===== config.mk =====
export PLATFORM = sky130hd
export DESIGN_NAME = dice_roller
export DESIGN_NICKNAME = d
export VERILOG_FILES = /design/src/rtl/dice_roller.sv
export SDC_FILE = /design/constraint.sdc
export NUM_CORES = 1
export LEC_CHECK = 0
export CAP_MARGIN = 20
export CORE_ASPECT_RATIO = 2
export CORE_MARGIN = 2
export CORE_UTILIZATION = 35
export DETAILED_ROUTE_END_ITERATION = 6
export DONT_BUFFER_PORTS = 1
export GPL_TIMING_DRIVEN = 0
export PLACE_DENSITY = 0.46
export SLEW_MARGIN = 25
export SYNTH_ARGS = -nofsm -noshare
export SYNTH_HDL_FRONTEND = slang
export SYNTH_SLANG_ARGS = --single-unit

===== constraint.sdc =====
create_clock -name clk -period 3.35 [get_ports clk]
set_clock_uncertainty 0.05 [all_clocks]
set_input_delay 0 -clock clk [delete_from_list [all_inputs] [get_ports clk]]
set_output_delay 0 -clock clk [all_outputs]
set_load 0.1 [all_outputs]

===== src/rtl/dice_roller.sv =====
// Dice roller: on a roll-button release it spins for ROLL_CYCLES cycles, settles on 1..6,
// strobes pulse_o, then holds num until the choose stage returns done_i.
module dice_roller #(
    parameter int unsigned ROLL_CYCLES = 8,
    parameter logic [7:0]  LFSR_SEED   = 8'hA5
) (
    input  logic       clk,
    input  logic       rst,
    input  logic       roll,
    input  logic       enable,
    input  logic       done_i,
    output logic [2:0] num,
    output logic       pulse_o,
    output logic       busy,
    output logic       rolling
);

    // state     | meaning
    // IDLE      | waiting for a press while enabled
    // PRESSED   | button down, waiting for release
    // SPIN      | animation; num follows the LFSR candidate
    // EMIT      | pulse_o strobe, num is final
    // WAIT_DONE | num held until the choose stage finishes the turn
    typedef enum logic [2:0] {
        S_IDLE,
        S_PRESSED,
        S_SPIN,
        S_EMIT,
        S_WAIT_DONE
    } state_t;

    state_t     r_state;
    state_t     w_next;
    logic [7:0] r_lfsr;
    logic [7:0] r_count;
    logic [2:0] r_num;
    logic       r_pulse;
    logic       w_fb;
    logic [2:0] w_cand;
    logic       w_load;
    logic       w_spin_last;

    assign w_fb        = r_lfsr[7] ^ r_lfsr[5] ^ r_lfsr[4] ^ r_lfsr[3];
    assign w_cand      = 3'(r_lfsr % 8'd6) + 3'd1;
    assign w_spin_last = (r_state == S_SPIN) && (r_count == 8'd0);

    always_comb begin
        w_next = r_state;
        w_load = 1'b0;
        case (r_state)
            S_IDLE: begin
                if (enable && roll) w_next = S_PRESSED;
            end
            S_PRESSED: begin
                if (!enable) begin
                    w_next = S_IDLE;
                end else if (!roll) begin
                    w_next = S_SPIN;
                    w_load = 1'b1;
                end
            end
            S_SPIN: begin
                if (r_count == 8'd0) w_next = S_EMIT;
            end
            S_EMIT: begin
                w_next = S_WAIT_DONE;
            end
            S_WAIT_DONE: begin
                if (done_i) w_next = S_IDLE;
            end
            default: w_next = S_IDLE;
        endcase
    end

    always_ff @(posedge clk) begin
        if (rst) begin
            r_state <= S_IDLE;
            r_lfsr  <= LFSR_SEED;
            r_count <= 8'd0;
            r_num   <= 3'd0;
            r_pulse <= 1'b0;
        end else begin
            r_state <= w_next;
            r_lfsr  <= {r_lfsr[6:0], w_fb};
            if (w_load) begin
                r_count <= 8'(ROLL_CYCLES - 1);
            end else if ((r_state == S_SPIN) && (r_count != 8'd0)) begin
                r_count <= r_count - 8'd1;
            end
            if (r_state == S_SPIN) r_num <= w_cand;
            // Registered strobe lands exactly in the EMIT cycle.
            r_pulse <= w_spin_last;
        end
    end

    assign num     = r_num;
    assign pulse_o = r_pulse;
    assign busy    = (r_state != S_IDLE);
    assign rolling = (r_state == S_SPIN);

endmodule


==> results.toml <==
[timing]
slew_viol_final = 0
rsz0062_at_grt = "false"
setup-tns-final_ns = 0
hold_viol = 0
finalSetupViolations = 0
slew_headroom = 0.354
finalCritPeriodShare = 0.743
tightest_slew_ns = 0.967
post-route-min-period_ns = 2.49
max_freq_mhz = 402

[synth]
yosysWarnings = 0
synthCells = 131
synth_seq_cells = 23
netlist_area_mm2 = 0.00120
synthesis.nets = 139
synth.distinct_cells = 39
synth.avg_cell_area_um2 = 9.15
seq_area_frac_synth = 0.384

[drt]
totalWireLength_mm = 2.36
wire_per_inst_um = 13.5
dr_total_vias = 931
drtAntennaViolNets = 0
avgViaCountPerCell = 5.35
drtPass1Iterations = 4
route.detailed.drc = 0
drtIter0Drc = 17

[floorplan]
die_y_um = 86.8
die_x_um = 45.4
start_util = 0.359
row_count = 30
die_area_mm2 = 0.00394
core_mm2 = 0.00334
io_pins = 11

[power_and_ir_drop]
leakage_nw = 0.528
p_clk_frac = 0.290
p_int_mw = 0.422
pwr-share-comb = 0.187
p_switching_mw = 0.165
finalPower_mw = 0.587
p_sw_frac = 0.281
p_per_area_mw_per_mm2 = 426
ir_drop_mv = 0.221
p_seq_frac = 0.523

[critical_path]
crit_required_ns = 3.47
endpoint_kind = "flop"
startpoint_type = "flop"
crit_type = "reg -> reg"
crit_arrival_ns = 2.61
cp_max_fo = 7

[clock_network]
cts_buffers = 3
clock-root-buffer = "clkbuf_8"
postCtsSetupBuffers = 0
clk_pin_slew_ns = 0.08
cts_buffer_depth = 2
postCtsHoldBufs = 5
cts_tree = "yes"
clock_sinks = 23
clk_latency_ns = 0.26
cts_resized = 0
cts_htree_levels = 1

[final_layout]
nets = 151
layout-drive-gt1-share = 0.127
syn_to_final_growth_pct = 15.0
final_common_cell = "dfxtp_1"
final_cell_mix = "dfxtp_1, nor2_1, xnor2_1"
design_area_mm2 = 0.00138
antennaDiodeCount = 0
utilization = 0.413
instances_no_fill = 174

[global_routing]
gr-total-overflow = 0
grt_max_degree = 13
grt_pass1_wl_mm = 3.98
antenna_found_initial = 0
grt_usage = 0.137
grt_pass1_vias = 919

[job]
maxCapViolations = 0

[placement]
placed_area_mm2 = 0.00128
hpwl_mm = 1.82
numPortBuffers = 0
gp_congestion = 0.795
placed_cells = 165

[min_path]
min_path_type = "in -> reg"

[run_status]
status = "completed"
cell usage after synthesis, drive strengths merged:
cell,n,area (um^2)
dfxtp,23,460
nor2,17,63.8
xnor2,9,78.8
a21oi,8,40.0
inv,7,26.3
nand2,6,22.5
o21ai,6,30.0
nor3,5,25.0
nor3b,5,42.5
and3b,3,27.5
clkbuf,3,31.3
ha,3,37.5
nand4,3,18.8
nor2b,3,18.8
or2,3,18.8
xor2,3,26.3
nand2b,2,12.5
nand3b,2,15.0
nor4,2,12.5
or3,2,12.5
a2111o,1,11.3
a211oi,1,7.51
a221oi,1,15.0
a22o,1,8.76
a311oi,1,15.0
a31o,1,8.76
a32oi,1,8.76
and2b,1,8.76
and4bb,1,12.5
buf,1,11.3
mux2i,1,10.0
nand4b,1,8.76
nor4b,1,8.76
o211ai,1,7.51
o41ai,1,27.5
or4,1,7.51
layout make-up:
cell class | instances | area (um^2)
fillers | 335 | 1960
well taps | 32 | 40.0
flip-flops and latches | 23 | 460
repair buffers | 7 | 88.8
clock buffers | 4 | 45.0
plain buffers | 4 | 42.5
multi-input cells | 97 | 676
inverters | 7 | 26.3
flip-flops by register name, indices dropped and copies added, names as in the netlist:
register / cells
pulse_o: 1
r_lfsr: 8
r_state: 3
num: 3
r_count: 8
path summary, 6_finish.rpt:
path	from	to	slack (ns)	cells past startpoint
hold / removal	enable	r_state[1]	0.06	3
setup / recovery	r_lfsr[7]	num[2]	0.86	9
setup reg to reg	r_lfsr[7]	num[2]	0.86	9
hold reg to reg	r_lfsr[0]	num[0]	0.45	1
per-stage QoR:
step,setup slack (ns),hold slack [ns]
floorplan,0.408,0.129
global placement,0.0128,0.171
detailed placement,0.852,0.180
CTS,0.838,0.0552
global route,0.696,0.101
finish,0.860,0.0623
kinds of logic after synthesis:
family	after synthesis	synth area share
XOR/XNOR	12	0.0877
buffers and inverters	11	0.0574
multiplexers	1	0.00835
AO/OA/AOI/OAI	23	0.150
AND/OR/NAND/NOR	58	0.281
flip-flops	23	0.384
adder cells (fa/ha/maj)	3	0.0313
worst max-delay path, stage by stage, from the launching register on:
cell and delay, ns:
dfxtp_1 0.45, nor3b_1 0.45, a21oi_1 0.08, o211ai_1 0.28, nand2_1 0.13, xnor2_1 0.14
a22o_1 0.20, ha_1 0.19, a31o_1 0.20, a311oi_2 0.23
power by group through the flow:
stage / clock, mW / sequential (mW) / combinational (mW)
global route: 0.195 / 0.309 / 0.125
global placement: 0 / 0.313 / 0.102
CTS: 0.179 / 0.307 / 0.111
detailed placement: 0 / 0.314 / 0.105
floorplan: 0 / 0.309 / 0.0885
finish: 0.170 / 0.307 / 0.110
metal layers:
| metal | GRT usage | vias up | wire length, um |
|---|---|---|---|
| met3 | 0.0188 | 2 | 27 |
| li1 | - | 483 | - |
| met5 | 0 | - | 0 |
| met2 | 0.265 | 9 | 1410 |
| met1 | 0.133 | 437 | 890 |
| met4 | 0.0561 | 0 | 27 |
Power figures use the tool's default switching activity.
